### config.mk
export PLATFORM = sky130hd
export DESIGN_NAME = serial_subtractor_ctrl
export DESIGN_NICKNAME = d
export VERILOG_FILES = /design/src/rtl/sub_pkg.sv /design/src/rtl/fs_bit_cell.sv /design/src/rtl/serial_subtractor_ctrl.sv
export SDC_FILE = /design/constraint.sdc
export NUM_CORES = 1
export LEC_CHECK = 0
export ABC_CLOCK_PERIOD_IN_PS = 1300
export CELL_PAD_IN_SITES_DETAIL_PLACEMENT = 1
export CELL_PAD_IN_SITES_GLOBAL_PLACEMENT = 2
export CORE_MARGIN = 4
export CORE_UTILIZATION = 26
export CTS_CLUSTER_SIZE = 28
export DETAILED_ROUTE_END_ITERATION = 12
export PLACE_DENSITY_LB_ADDON = 0.1
export SLEW_MARGIN = 40
export SYNTH_ARGS = -nofsm -noshare
export SYNTH_HDL_FRONTEND = slang
export SYNTH_SLANG_ARGS = --single-unit
export TNS_END_PERCENT = 1
### constraint.sdc
create_clock -name clk -period 1.3 [get_ports clk]
set_input_delay 0.26 -clock clk [delete_from_list [all_inputs] [get_ports clk]]
set_output_delay 0.26 -clock clk [all_outputs]
set_load 0.1 [all_outputs]
### src/rtl/sub_pkg.sv
// Shared types and sizing helpers for the bit-serial subtractor.
package sub_pkg;

  typedef enum logic [1:0] {
    StIdle = 2'd0,
    StRun  = 2'd1,
    StDone = 2'd2
  } state_e;

  // Counter width for a given operand width, never narrower than one bit.
  function automatic int unsigned cnt_width(int unsigned w);
    return (w <= 2) ? 1 : $clog2(w);
  endfunction

  localparam int unsigned WIDTH_DEF = 8;
  localparam int unsigned CNT_W     = cnt_width(WIDTH_DEF);

endpackage

### src/rtl/fs_bit_cell.sv
// One-bit full subtractor: d = x - y - bin, with borrow-out.
module fs_bit_cell (
  input  logic x,
  input  logic y,
  input  logic bin,
  output logic d,
  output logic bout
);

  assign d    = x ^ y ^ bin;
  assign bout = (~x & y) | (~(x ^ y) & bin);

endmodule

### src/rtl/serial_subtractor_ctrl.sv
// Bit-serial A - B - BIN, LSB first, reusing a single full-subtractor cell.
module serial_subtractor_ctrl
  import sub_pkg::*;
#(
  parameter int unsigned WIDTH = 8
) (
  input  logic             clk,
  input  logic             rst_n,
  input  logic             start,
  input  logic [WIDTH-1:0] a,
  input  logic [WIDTH-1:0] b,
  input  logic             bin,
  output logic             busy,
  output logic             done,
  output logic [WIDTH-1:0] diff,
  output logic             bout
);

  localparam int unsigned CntW = cnt_width(WIDTH);

  state_e            state_q, state_d;
  logic [WIDTH-1:0]  a_sr_q, a_sr_d;
  logic [WIDTH-1:0]  b_sr_q, b_sr_d;
  logic [WIDTH-1:0]  res_sr_q, res_sr_d;
  logic              borrow_q, borrow_d;
  logic [CntW-1:0]   count_q, count_d;
  logic [WIDTH-1:0]  diff_q, diff_d;
  logic              bout_q, bout_d;

  logic              d_bit, bn_bit;
  logic [WIDTH:0]    res_shift;

  fs_bit_cell u_cell (
    .x   (a_sr_q[0]),
    .y   (b_sr_q[0]),
    .bin (borrow_q),
    .d   (d_bit),
    .bout(bn_bit)
  );

  // New bit enters at the MSB so the LSB-first result ends up in place.
  assign res_shift = {d_bit, res_sr_q} >> 1;

  always_comb begin
    state_d  = state_q;
    a_sr_d   = a_sr_q;
    b_sr_d   = b_sr_q;
    res_sr_d = res_sr_q;
    borrow_d = borrow_q;
    count_d  = count_q;
    diff_d   = diff_q;
    bout_d   = bout_q;
    unique case (state_q)
      StIdle, StDone: begin
        if (start) begin
          a_sr_d   = a;
          b_sr_d   = b;
          borrow_d = bin;
          count_d  = '0;
          state_d  = StRun;
        end else begin
          state_d  = StIdle;
        end
      end
      StRun: begin
        res_sr_d = res_shift[WIDTH-1:0];
        a_sr_d   = a_sr_q >> 1;
        b_sr_d   = b_sr_q >> 1;
        borrow_d = bn_bit;
        count_d  = count_q + CntW'(1);
        if (count_q == CntW'(WIDTH - 1)) begin
          // Publish the result so it is visible for the whole DONE cycle and held after.
          diff_d  = res_shift[WIDTH-1:0];
          bout_d  = bn_bit;
          state_d = StDone;
        end
      end
      default: state_d = StIdle;
    endcase
  end

  always_ff @(posedge clk) begin
    if (!rst_n) begin
      state_q  <= StIdle;
      a_sr_q   <= '0;
      b_sr_q   <= '0;
      res_sr_q <= '0;
      borrow_q <= 1'b0;
      count_q  <= '0;
      diff_q   <= '0;
      bout_q   <= 1'b0;
    end else begin
      state_q  <= state_d;
      a_sr_q   <= a_sr_d;
      b_sr_q   <= b_sr_d;
      res_sr_q <= res_sr_d;
      borrow_q <= borrow_d;
      count_q  <= count_d;
      diff_q   <= diff_d;
      bout_q   <= bout_d;
    end
  end

  assign busy = (state_q == StRun);
  assign done = (state_q == StDone);
  assign diff = diff_q;
  assign bout = bout_q;

endmodule

# == Word level (Yosys, flattened, before mapping) ==
# Cells that the tools add are included.
# totals
regBits,39
input_bits,20
output_inout_bits,11
# classes
addsub,1
eq_ne,5
mux,11
bitwise,7
n_reduce_logical,5
# ops
cell,count
$pmux W8 S2,2
$mux W8,2
$pmux W3 S2,1
$pmux W2 S2,1
$reduce_and A2 Y1,2
$add A3 B1 Y3 const B,1
$eq A3 B3 Y1 const B,1
$mux W3,1
$and A1 B1 Y1,2
$eq A2 B1 Y1 const B,1
$eq A2 B2 Y1 const B,1
$logic_not A2 Y1,1
$mux W1,2
$mux W2,1
$ne A2 B1 Y1 const B,1
$ne A2 B2 Y1 const B,1
$not A1 Y1,2
$pmux W1 S2,1
$reduce_bool A2 Y1,1
$reduce_or A2 Y1,1
$xor A1 B1 Y1,2
$or A1 B1 Y1,1

# == Depth between registers and ports, before layout ==
# Gate-level depths: netlist (run 1).
# logic_depth
ltp_word,5
mapped_depth,6
ltp_nobuf,5

# == Hierarchy ==
# From an unflattened synthesis (run 1), not the netlist that was laid out.
# hier_totals
hier_cells,192
area_unflattened_um2,1672.9
# by_module_without_submodules
module,n_inst,cells_each,area_each_um2,seq_area_each_um2
serial_subtractor_ctrl,1,188,1641.6,760.7
fs_bit_cell,1,4,31.3,0.0

# == Worst setup path after synthesis (run 1) ==
# No wires, ideal clock.
# synth_timing
path_type,register -> output
from,reg state_q[0]
to,out done
arrival_ns,1.664
required_ns,1.040
setup_slack_ns,-0.624
stages_incl_launch_ff,2
n_path_buf,0
cell_sequence,dfxtp_1 > nor2b_1
# synth_between
elab_chain_len,1
# synth_lines
element,line_no,source
"start, declared",serial_subtractor_ctrl.sv:21,"state_e state_q, state_d;"
"start signal, assigned",serial_subtractor_ctrl.sv:84,state_q <= StIdle;
"start signal, assigned",serial_subtractor_ctrl.sv:93,state_q <= state_d;
$eq A2 B2 Y1,serial_subtractor_ctrl.sv:105,assign done = (state_q == StDone);
"end, declared",serial_subtractor_ctrl.sv:14,"output logic done,"
# No other way between the ends.

# == Worst setup path in the final report (run 1) ==
# Same ends and word-level chain as after synthesis.

==> impl_metrics.tcl, run 1 <==
set metrics [dict create \
    status "complete, but fails checks" \
    violations "setup timing" \
    grt_pass1_vias 1465 \
    hpwl_um 2850 \
    synth_top_area_cell "dfxtp_1" \
    routed_wl_um 3970 \
    post-route-cell-area_mm2 0.00220 \
    cts_root_buf "clkbuf_8" \
    startpoint_type "flop" \
    cts_made_buffers 5 \
    slowest_stage "dfxtp_2" \
    dieArea_mm2 0.00717 \
    die_x_um 84.7 \
    power_uw 2400 \
    drive_gt1_share_pct 19.6 \
    final_common_cell "nand2_1" \
    cts.sinks 38 \
    ant_nets 0 \
    hold_viol_final 0 \
    reg2reg_depth 6 \
    rows 27 \
    fin_crit_sh_pct 103 \
    nFillCells 682 \
    avgSynthCellArea_um2 8.08 \
    rsz0062_at_grt "true" \
    drc 0 \
    max_stage_delay_ps 350 \
    min_delay_path_depth 2 \
    period_minus_slack_ps 1340 \
    portBuffers 30 \
    fp.dieH_um 84.7 \
    yosysWarnings 0 \
    vias 1406 \
    antennaDiodeCount 0 \
    core_area_mm2 0.00561 \
    insertion_delay_ps 280 \
    hold_class "flop to flop" \
    ys_ff_latch 38 \
    dpl.cell_count 289 \
    setup_viol 1 \
    drt_iter0_drc 32 \
    leakagePower_uw 0.000784 \
    grt_usage_pct 12.0 \
    grt_overflow 0 \
    crit_chain "buf_6 > nor2b_4 > buf_12" \
    final_cell_mix "nand2_1 (54), dfxtp_1 (34), clkdlybuf4s50_1 (19)" \
    cap_viol_max_count 0 \
    firstDrtPassIters 4 \
    grt_max_degree 37 \
    syn_area_mm2 0.00153 \
    peakVddDrop_mv 0.342 \
    routed_via_density 4.75 \
    drv_slew 0 \
    cts_tree "built" \
    synth_cells 189 \
    critPathRequiredTime_ps 1040 \
    criticalPathCategory "flop to output port" \
    setup_ws_ps -36.2 \
    ys_seq_area_share_pct 49.8 \
    area_growth_pct 43.9 \
    synthTopCellsByArea "dfxtp_1 (50%), nand2_1 (13%), a21oi_1 (6.9%), a31oi_1 (5.7%), nand3_1 (4.6%)" \
    holdWs_ps 466 \
    crit_path_end_kind "output port" \
    instances_no_fill 296 \
    io_pins 31 \
    relSlewSlack_pct 78.1 \
    ys_types 23 \
    grt_pass1_wl_um 6950 \
    power_density_mw_per_mm2 1090 \
    tns_ps -36.2 \
    critPathMaxFanout 4 \
    fmax_mhz 748 \
    finalClockSkew_ps 1.43 \
    antenna_found_initial 0 \
    clkTransAtPathRegs_ps 70 \
    tightest_slew_ps 329 \
    wl_per_cell_um 13.4 \
    initial_core_util_pct 27.2 \
    worstPathArrival_ps 1080 \
    nets 248 \
    finalWeightedCongestion 0.718 \
    clockBufferDepth 2 \
    synth_top_area_share_pct 49.8 \
    place_area_mm2 0.00207 \
    htree_levels 2 \
    synth.net_count 212 \
]
[through the flow]
| step | utilization [%] | worst slack [ps] |
|---|---|---|
| floorplan | - | -13.5 |
| global route | 39.2 | -70.9 |
| CTS | 38.8 | -22.6 |
| detailed placement | 37.0 | -132 |
| finish | 39.2 | -36.2 |
| global placement | 37.0 | -128 |
[registers in the layout, indices dropped and copies added (netlist names)]
register	cells
b_sr_q	8
state_q	2
res_sr_q	7
count_q	3
a_sr_q	8
borrow_q	1
bout	1
diff	8
[cells in the mapped netlist]
cell        n
o21a_1      1
nor2_1      2
fa_1        1
buf_6       2
nand2_1    54
a21oi_1    21
nand3b_1    1
clkinv_2    1
a2bb2oi_1   1
ha_1        2
buf_2       7
nor2b_1     2
nand2b_1    3
inv_1       3
buf_4       1
o21ai_0    14
a311oi_2    1
clkbuf_1    4
nand3_1    14
a31oi_1    14
a21oi_2     1
buf_1       1
dfxtp_1    38
[kinds of logic (layout without fill, tap and decap cells)]
logic type / count (synthesis) / after routing / share of synthesized area, %
compound gates: 53 / 53 / 19.8
fa+ha+maj: 3 / 3 / 2.95
buf+inv: 19 / 54 / 6.55
flops: 38 / 38 / 49.8
simple gates: 76 / 76 / 20.9
[critical path, delay by kind of cell, from the launching register on]
kind | cells | cell delay, ps
buf+inv | 2 | 310
flops | 1 | 350
simple gates | 1 | 130
[cell type report]
class | instances | area (um2) | area share, %
Sequential cell | 38 | 766 | 34.8
Multi-Input combinational cell | 132 | 696 | 31.6
Timing Repair Buffer | 44 | 544 | 24.8
Tap cell | 72 | 90.1 | 4.10
Clock buffer | 6 | 82.6 | 3.76
Inverter | 4 | 20.0 | 0.911
[timing repair]
item | CTS | global route
cloned | 0 | 0
setup endpoints to repair | 2 | 31
hold buffers | 0 | 0
buffers inserted | 1 | 0
pin swaps | 0 | 3
resized for setup | 4 | 8
[final timing paths]
check,end,slack [ps],from
worst min register to register,res_sr_q[1],470,res_sr_q[1]
worst max register to register,diff[4],60,count_q[0]
worst max-delay path,done,-40,state_q[0]
worst min-delay path,res_sr_q[1],470,res_sr_q[1]
[routing by layer]
layer  GRT usage, %  part of all wire [%]
met1           13.1                    44
met2           22.0                    51
met3           3.73                   4.4
met4           3.88                   1.3
met5              0                     0
[power breakdown]
part | internal, uW | switching, uW | total, uW
logic | 165 | 193 | 358
clock network | 409 | 379 | 788
registers | 1220 | 31.5 | 1260
Power figures use the tool's default switching activity.
==> run 2: changes to the inputs <==
--- a/config.mk
+++ b/config.mk
@@ -8,7 +8,7 @@
 export ABC_CLOCK_PERIOD_IN_PS = 1300
 export CELL_PAD_IN_SITES_DETAIL_PLACEMENT = 1
 export CELL_PAD_IN_SITES_GLOBAL_PLACEMENT = 2
-export CORE_MARGIN = 4
+export CORE_ASPECT_RATIO = 0.9
 export CORE_UTILIZATION = 26
 export CTS_CLUSTER_SIZE = 28
 export DETAILED_ROUTE_END_ITERATION = 12
==> impl_metrics.tcl, run 2 (synthesis results as in run 1) <==
set metrics [dict create \
    status "finished, final reports clean" \
    ant_nets 0 \
    io_pins 31 \
    worstReg2RegEnd "diff[3]" \
    finalWeightedCongestion 0.721 \
    routed_wl_um 3980 \
    firstDrtPassIters 4 \
    dieArea_mm2 0.00619 \
    rsz0062_at_grt "true" \
    nFillCells 664 \
    rows 26 \
    routed_via_density 4.78 \
    crit_path_end_kind "output port" \
    hold_class "flop to flop" \
    min_delay_path_depth 2 \
    critPathTopFamily "flip-flops" \
    grt_overflow 0 \
    drv_slew 0 \
    antenna_found_initial 0 \
    grt_pass1_vias 1448 \
    period_minus_slack_ps 1300 \
    die_x_um 82.8 \
    reg2reg_depth 6 \
    relSlewSlack_pct 87.0 \
    antennaDiodeCount 0 \
    slowest_stage "dfxtp_2" \
    wl_per_cell_um 13.1 \
    grt_max_degree 28 \
    critPathMaxFanout 2 \
    place_area_mm2 0.00211 \
    criticalPathCategory "flop to output port" \
    instances_no_fill 303 \
    seqCellArea_um2 764 \
    fp.dieH_um 74.7 \
    hold_start "res_sr_q[1]" \
    holdWs_ps 461 \
    drive_gt1_share_pct 23.2 \
    power_density_mw_per_mm2 1120 \
    path_depth 4 \
    rr_startpoint "count_q[0]" \
    tightest_slew_ps 194 \
    hpwl_um 2870 \
    vias 1447 \
    cts.sinks 38 \
    clockBufferDepth 2 \
    grt_usage_pct 14.0 \
    tns_ps 0 \
    fmax_mhz 769 \
    r2r_slack_ps 60 \
    holdPathEnd "res_sr_q[1]" \
    cts_tree "built" \
    cts_made_buffers 5 \
    area_growth_pct 51.6 \
    fin_crit_sh_pct 100 \
    final_common_cell "nand2_1" \
    portBuffers 30 \
    crit_chain "buf_6 > nand2b_4 > clkinv_4 > buf_12" \
    drc 0 \
    final_cell_mix "nand2_1 (54), dfxtp_1 (35), a21oi_1 (19), clkdlybuf4s50_1 (19)" \
    finalClockSkew_ps 3.65 \
    leakagePower_uw 0.000834 \
    nets 255 \
    startpoint_type "flop" \
    clkTransAtPathRegs_ps 70 \
    multi_input_area_um2 722 \
    worst-path-buf-inv 3 \
    drt_iter0_drc 69 \
    grt_pass1_wl_um 6760 \
    initial_core_util_pct 27.0 \
    htree_levels 2 \
    critPathRequiredTime_ps 1040 \
    setup_ws_ps 0.312 \
    post-place-ws_ps -183 \
    worstPathArrival_ps 1040 \
    post-route-cell-area_mm2 0.00232 \
    hold_viol_final 0 \
    setup_viol 0 \
    peakVddDrop_mv 0.403 \
    cts_root_buf "clkbuf_8" \
    core_area_mm2 0.00566 \
    insertion_delay_ps 290 \
    dpl.cell_count 292 \
    cap_viol_max_count 0 \
    max_stage_delay_ps 340 \
]
[run 2: worst register-to-register path, stage by stage (launching register included)]
cell and delay (ps):
dfxtp_2 340, ha_4 160, ha_4 170, nand3b_1 180, buf_6 150, nand2_1 50
a21oi_1 130
[run 2: through the flow]
stage	utilization [%]	total power, uW
2_1_floorplan	-	1490
3_3_place_gp	37.3	1640
3_5_place_dp	37.3	1650
4_1_cts	40.2	2640
5_1_grt	40.9	2750
6_report	40.9	2600
[run 2: area by class of cell]
type,instances,area share (%)
clock buffers,8,4.75
well taps,70,3.78
inverters,4,0.864
flip-flops and latches,38,33.0
multi-input cells,132,31.2
repair buffers,51,26.4
[run 2: repair_timing]
| item | 4_1_cts | 5_1_grt |
|---|---|---|
| resized for setup | 7 | 12 |
| hold endpoints to repair | 0 | 0 |
| setup buffers | 3 | 0 |
| endpoints found under the setup margin | 11 | 24 |
| hold buffers | 0 | 0 |
| pin swaps | 1 | 3 |
[run 2: worst max path at each step]
stage / startpoint / end / slack (ps)
finish: state_q[0] / busy / 0.3
floorplan: bout / bout / -10
global route: count_q[0] / diff[2] / -50
CTS: state_q[0] / done / -20
global placement: start / a_sr_q[5] / -110
detailed placement: start / a_sr_q[1] / -180
[run 2: metal layers]
layer | part of all wire, % | global-route usage (%)
met5 | 0 | 0
met4 | 1.5 | 5.75
met3 | 5.2 | 4.82
met2 | 45 | 22.5
met1 | 49 | 17.5
[run 2: where the power goes]
part           internal (uW)  switching (uW)
Combinational            193             204
Sequential              1220            34.3
Clock                    535             409
Total                   1950             647
